<file path="src/rtl/mmio_ctrl.sv">
// Memory-mapped I/O block for the single-cycle core: HEX/LEDR output registers,
// debounced KEY/SW inputs and sticky KEY press flags in the 0xF00000xx/0xF00001xx page.
module mmio_ctrl #(
    parameter int               DBITS           = 32,
    parameter int               DEBOUNCE_CYCLES = 500000,
    parameter logic [DBITS-1:0] ADDR_HEX        = 32'hF0000000,
    parameter logic [DBITS-1:0] ADDR_LEDR       = 32'hF0000004,
    parameter logic [DBITS-1:0] ADDR_LEDG       = 32'hF0000008,
    parameter logic [DBITS-1:0] ADDR_KEY        = 32'hF0000010,
    parameter logic [DBITS-1:0] ADDR_SW         = 32'hF0000014,
    parameter logic [DBITS-1:0] ADDR_KEDGE      = 32'hF0000110
) (
    input  logic             clk,
    input  logic             reset,
    input  logic [DBITS-1:0] addr,
    input  logic [DBITS-1:0] wdata,
    input  logic             we,
    output logic [DBITS-1:0] rdata,
    output logic             io_sel,
    input  logic [3:0]       KEY,
    input  logic [9:0]       SW,
    output logic [9:0]       LEDR,
    output logic [6:0]       HEX0,
    output logic [6:0]       HEX1,
    output logic [6:0]       HEX2,
    output logic [6:0]       HEX3
);

    localparam int            CW       = $clog2(DEBOUNCE_CYCLES + 1);
    localparam int            NIN      = 14;
    localparam logic [CW-1:0] CNT_LAST = CW'(DEBOUNCE_CYCLES - 1);

    logic [3:0]     key_s1, key_s2;
    logic [9:0]     sw_s1, sw_s2;
    logic [NIN-1:0] sync_in, db, db_next;
    logic [CW-1:0]  cnt      [NIN];
    logic [CW-1:0]  cnt_next [NIN];
    logic [15:0]    hex_reg;
    logic [3:0]     kedge, key_rise, kedge_clr;
    logic           wr_hex, wr_ledr, wr_kedge;

    function automatic logic [6:0] seg7(input logic [3:0] n);
        case (n)
            4'h0: seg7 = 7'h40;
            4'h1: seg7 = 7'h79;
            4'h2: seg7 = 7'h24;
            4'h3: seg7 = 7'h30;
            4'h4: seg7 = 7'h19;
            4'h5: seg7 = 7'h12;
            4'h6: seg7 = 7'h02;
            4'h7: seg7 = 7'h78;
            4'h8: seg7 = 7'h00;
            4'h9: seg7 = 7'h10;
            4'hA: seg7 = 7'h08;
            4'hB: seg7 = 7'h03;
            4'hC: seg7 = 7'h46;
            4'hD: seg7 = 7'h21;
            4'hE: seg7 = 7'h06;
            4'hF: seg7 = 7'h0E;
        endcase
    endfunction

    always_ff @(posedge clk or posedge reset) begin
        if (reset) begin
            key_s1 <= 4'hF;
            key_s2 <= 4'hF;
            sw_s1  <= '0;
            sw_s2  <= '0;
        end else begin
            key_s1 <= KEY;
            key_s2 <= key_s1;
            sw_s1  <= SW;
            sw_s2  <= sw_s1;
        end
    end

    // Keys are inverted here so every debounced bit reads 1 when active.
    always_comb begin
        sync_in = {sw_s2, ~key_s2};
        db_next = db;
        for (int i = 0; i < NIN; i++) begin
            cnt_next[i] = '0;
            if (sync_in[i] != db[i]) begin
                if (cnt[i] == CNT_LAST) begin
                    db_next[i] = sync_in[i];
                end else if (cnt[i] < CNT_LAST) begin
                    cnt_next[i] = cnt[i] + CW'(1);
                end else begin
                    cnt_next[i] = cnt[i];
                end
            end
        end
    end

    always_ff @(posedge clk or posedge reset) begin
        if (reset) begin
            db <= '0;
            for (int i = 0; i < NIN; i++) cnt[i] <= '0;
        end else begin
            db <= db_next;
            for (int i = 0; i < NIN; i++) cnt[i] <= cnt_next[i];
        end
    end

    assign wr_hex    = we && (addr == ADDR_HEX);
    assign wr_ledr   = we && (addr == ADDR_LEDR);
    assign wr_kedge  = we && (addr == ADDR_KEDGE);
    assign key_rise  = db_next[3:0] & ~db[3:0];
    assign kedge_clr = wr_kedge ? wdata[3:0] : 4'h0;

    // A press landing on the same edge as a W1C keeps its flag.
    always_ff @(posedge clk or posedge reset) begin
        if (reset) begin
            hex_reg <= '0;
            LEDR    <= '0;
            kedge   <= '0;
        end else begin
            if (wr_hex)  hex_reg <= wdata[15:0];
            if (wr_ledr) LEDR    <= wdata[9:0];
            kedge <= (kedge & ~kedge_clr) | key_rise;
        end
    end

    always_comb begin
        rdata = '0;
        if (addr == ADDR_HEX)   rdata[15:0] = hex_reg;
        if (addr == ADDR_LEDR)  rdata[9:0]  = LEDR;
        if (addr == ADDR_KEY)   rdata[3:0]  = db[3:0];
        if (addr == ADDR_SW)    rdata[9:0]  = db[13:4];
        if (addr == ADDR_KEDGE) rdata[3:0]  = kedge;
    end

    assign io_sel = (addr[DBITS-1 -: 20] == 20'hF0000);
    assign HEX0   = seg7(hex_reg[3:0]);
    assign HEX1   = seg7(hex_reg[7:4]);
    assign HEX2   = seg7(hex_reg[11:8]);
    assign HEX3   = seg7(hex_reg[15:12]);

endmodule
</file>
<file path="config.mk">
export PLATFORM = sky130hd
export DESIGN_NAME = mmio_ctrl
export DESIGN_NICKNAME = d
export VERILOG_FILES = /design/src/rtl/mmio_ctrl.sv
export SDC_FILE = /design/constraint.sdc
export NUM_CORES = 1
export LEC_CHECK = 0
export CORE_ASPECT_RATIO = 1.4
export CORE_UTILIZATION = 43
export DETAILED_ROUTE_END_ITERATION = 16
export PLACE_DENSITY = 0.71
export SYNTH_ARGS = -nofsm -noshare
export SYNTH_HDL_FRONTEND = slang
export SYNTH_SLANG_ARGS = --single-unit
</file>
<file path="constraint.sdc">
create_clock -name clk -period 21.4 [get_ports clk]
set_input_delay 4.28 -clock clk [delete_from_list [all_inputs] [get_ports clk]]
set_output_delay 4.28 -clock clk [all_outputs]
set_load 0.1 [all_outputs]
</file>
* Word level (Yosys, flattened, before mapping)
Memory sizes are Yosys's and may differ from the RTL's.
Index checks and enable logic that the tools add are counted.
** Cells by class
- Add/subtract/negate cells :: 14
- $lt $le $gt $ge :: 14
- Eq/ne operators :: 48
- Multiplexer cells :: 56
- Bitwise gates (word level) :: 6
- Reduce and logical (&&, ||, !) cells :: 13
** Operators with widths (number)
- 2-to-1 mux 19 bit :: 42
- adder 19 x 1 -> 19 bit, second input constant :: 14
- equality test 19 bit, second input constant :: 14
- < comparator 19 bit, second input constant :: 14
- equality test 32 bit, second input constant :: 5
- inequality test 3 x 1 -> 1 bit, second input constant :: 14
- equality test 20 bit, second input constant :: 1
- 2-to-1 mux 10 bit :: 2
- AND reduction 2 bit :: 10
- 2-to-1 mux 16 bit :: 1
- inequality test 1 bit :: 14
- 2-to-1 mux 4 bit :: 3
- inverter 4 bit :: 3
- AND 4 bit :: 2
- 2-to-1 mux 1 bit :: 8
- OR 4 bit :: 1
- logical AND 1 bit :: 3
** Word-level totals
- Register bits :: 338
- Memory bits (read-only) :: 448
- Output and inout bits :: 71
- Word-level logic and storage cells :: 187
- Memories :: 4
** Memories
- (no name shown) :: words 16, width 7, read ports 1, clocked after Yosys merged registers in 0, wr ports 0, RTL line 43 : case (n)
- (no name shown) :: words 16, width 7, read ports 1, clocked after Yosys merged registers in 0, wr ports 0, RTL line 43
- (no name shown) :: words 16, width 7, read ports 1, clocked after Yosys merged registers in 0, wr ports 0, RTL line 43
- (no name shown) :: words 16, width 7, read ports 1, clocked after Yosys merged registers in 0, wr ports 0, RTL line 43

* Logic depth before layout (Yosys ltp)
- Depth after elaboration :: 6
- Gate-level depth with buffers :: 9

* Worst setup path after synthesis
No wires, ideal clock.
- Path type :: input to output
- Start :: in addr[22]
- End :: out rdata[12]
- Arrival time :: 8.424 ns
- Required time :: 17.120 ns
- Setup slack :: 8.696 ns
- Stages :: 7
- Cells stage by stage :: nor4_1 > nand4_1 > or3_1 > buf_2 > or3_4 > buf_6 > nor4_1
** Between the ends
- Word-level cells in the longest chain between the ends :: 2
** Ends and longest elaborated chain
- start, declared :: RTL line 15 : input logic [DBITS-1:0] addr,
- equality test 32 bit :: RTL line 126 : if (addr == ADDR_HEX) rdata[15:0] = hex_reg;
- 2-to-1 mux 16 bit :: RTL line 126
- end, declared :: RTL line 18 : output logic [DBITS-1:0] rdata,
Every way passes these cells.

* Final worst setup path
- Start :: in addr[23]
- End :: out rdata[11]
The elaborated chain is that of the path after synthesis.

==> results by group <==
Global route
  – Pin count of the biggest net entering global routing: 141
  – Vias in the first global route: 13.8k
  – Total grt overflow: 0
  – Number of antenna violations at the first check in global routing: 0
  – First-pass GRT wire length: 66,100 um
  – Tot GR Track Use: 18.3%

Final layout
  – Filler cells: 3,766
  – Reg area: 0.00847 mm^2
  – Nets: 2,104
  – Multi-input gate area: 0.00924 mm^2
  – Share of cells above drive strength 1: 7.01%
  – Largest register FFs: 266
  – Area grow syn2layout: 15.6%
  – Antenna Cells: 0

STA
  – Highest clock rate: 82.6 MHz
  – Period utilisation layout: 56.6%
  – # setup viols final: 0
  – Crit path time final: 12.11 ns
  – RSZ-0062 raised after global routing: no
  – Final hold violation count: 0
  – Setup TNS: 0 ns
  – Worst slew pin tran: 1.26 ns
  – Slew headroom: 15.9%
  – Clock Skews: 0.0103 ns
  – Fin. max-slew vios: 0

Pwr
  – Design Power: 1380 uW
  – PwrDens: 65.5 mW/mm^2
  – Pleak: 0.00907 uW
  – Peak VDD IR: 0.0000496 V

Yosys
  – Dominant synthesized flop cell: dfrtp_1
  – Cell Area, Synth: 0.0182 mm^2
  – Top cells by count, synth: 330 x dfrtp_1, 318 x nor2_1, 135 x xor2_1
  – Synth Instances: 1,884
  – Ys async rst share: 100%
  – Avg Inst Size Synth: 9.64 um^2
  – Sequential share of the synthesized area: 46.6%
  – Synth Register Bits: 338
  – Share of the synthesized area in the top cell type: 45.5%
  – Yosys top cell by area: dfrtp_1
  – Syn. warnings: 0
  – Post-synth EDFFs: 0
  – Top cells by area, synth: dfrtp_1 45%, nor2_1 6.6%, xor2_1 6.5%, xnor2_1 4.3%, nand3_1 2.7%
  – Distinct cells, synth: 70
  – Count leader, synth: dfrtp_1

Clock tree
  – H-Tree Depth: 2
  – Clock Latency Late Sink: 0.53 ns
  – CTS max path bufs: 3
  – CTS tree: built
  – Post-CTS setup buffer count: 0
  – CTS Buf Count: 36
  – Hold-fix buffers at CTS: 0
  – CTS Sinks: 338
  – Post-CTS sizing: 0
  – Clock transition at path regs: 0.06 ns
  – Root Driver: clkbuf_16

Floorplan
  – Die height: 245 um
  – Initial cell density of the core: 43.9%
  – Ports: 152
  – Die ar.: 0.0431 mm^2
  – Core Footprint: 0.0414 mm^2
  – DIE WIDTH: 176 um
  – Rows: 88

Place
  – IO Port Bufs: 119
  – Gpl congestion: 0.863
  – DPL Wire Length: 26,500 um

Worst hold path
  – Hold Crit Class: reg -> reg

Route
  – WL/cell: 15.1 um
  – Pre-Repair DR Iteration Count: 5
  – Routed vias/inst: 5.45
  – Vias after detailed routing: 13.9k
  – DRC viols: 0
  – DRT iter0 DRCs: 894
  – Post-route ant nets: 0
  – Routed Wire Length: 38,400 um

Worst setup path
  – Max incr delay on CP: 1.12 ns
  – CP required: 17.12 ns
  – Worst setup SP type: input pin
  – Crit-path slowest cell: clkdlybuf4s50_1
  – Crit Path Category: in -> out
  – CP max FO: 11
  – CP Capture Type: primary output
  – FF-to-FF setup slack: 18.45 ns
  – Crit path cell chain: clkdlybuf4s50_1 > nor4b_1 > nand3_1 > or3_1 > or3_4 > nor3_1 > and2_1 > clkdlybuf4s50_1
  – CP dominant cell by count: clkdlybuf4s50_1
  – Worst EP arrival: 7.83 ns

Job
  – Max Cap Viol: 0

Status
  – Status: completed
-- metal layers --
| layer | vias to the layer above | global-route usage, % | wire (um) |
|---|---|---|---|
| met2 | 300 | 31.1 | 18800 |
| li1 | 6820 | - | - |
| met5 | - | 0 | 0 |
| met3 | 49 | 3.58 | 2000 |
| met4 | 0 | 5.55 | 830 |
| met1 | 6728 | 23.4 | 16800 |
-- path summary, 6_finish.rpt --
kind | startpoint | end | cells after the start
min in group asynchronous | reset | cnt[202] | 2
hold reg to reg | sw_s1[9] | sw_s2[9] | 0
hold / removal | sw_s1[9] | sw_s2[9] | 0
setup reg to reg | cnt[220] | cnt[225] | 6
setup / recovery | addr[23] | rdata[11] | 8
max in group asynchronous | reset | cnt[144] | 4
-- layout by cell type (no fill, tap or decap), drive strengths merged, types with 16 or more instances in the layout --
master,count
nor3,40
clkbuf,50
xor2,135
and4,32
and3,56
nor2,318
nand4,78
mux2i,20
mux2,42
conb,16
nand3,98
dfrtp,330
and2,16
inv,38
o21ai,51
a21oi,32
clkdlybuf4s50,119
or3,34
nand2,129
a31oi,17
nor4,30
xnor2,90
ha,38
-- layout make-up --
type	count	share of cell area (%)
Multi-Input combinational cell	1449	44.0
Sequential cell	338	40.3
Timing Repair Buffer	124	5.85
Clock buffer	50	4.93
Tap cell	540	3.22
Clock inverter	14	0.989
Inverter	36	0.679
-- kinds of logic after synthesis --
| family | after synthesis | synth area share, % |
|---|---|---|
| AO/OA/AOI/OAI | 195 | 7.17 |
| XOR/XNOR | 225 | 10.9 |
| adder cells (fa/ha/maj) | 38 | 2.62 |
| buffers and inverters | 112 | 2.78 |
| flip-flops | 338 | 46.6 |
| multiplexers | 70 | 4.91 |
| other | 1 | 0.0206 |
| AND/OR/NAND/NOR | 905 | 25.0 |
-- power breakdown --
group / internal (uW) / leakage (uW) / switching (uW)
clock network: 399 / 0.000607 / 254
registers: 649 / 0.00461 / 8.30
logic: 20.7 / 0.00385 / 44.4
-- worst max-delay path: cells and delay by family --
family,cells,cell delay [ns]
buf+inv,2,1.58
simple gates,6,1.95
-- stage by stage --
step | hold slack, ns | cells | worst slack (ns) | cell area [um^2] | utilization (%)
2_1_floorplan | 0.331 | 1899 | 7.77 | 18200 | -
3_3_place_gp | 0.333 | 2487 | 9.28 | 19800 | 47.7
3_5_place_dp | 0.336 | 2487 | 9.27 | 19800 | 47.7
4_1_cts | 0.350 | 2551 | 9.27 | 21000 | 50.7
5_1_grt | 0.358 | 2551 | 9.04 | 21000 | 50.7
6_report | 0.346 | 2551 | 9.29 | 21000 | 50.7
No activity file was read; power rests on OpenSTA's default activity.
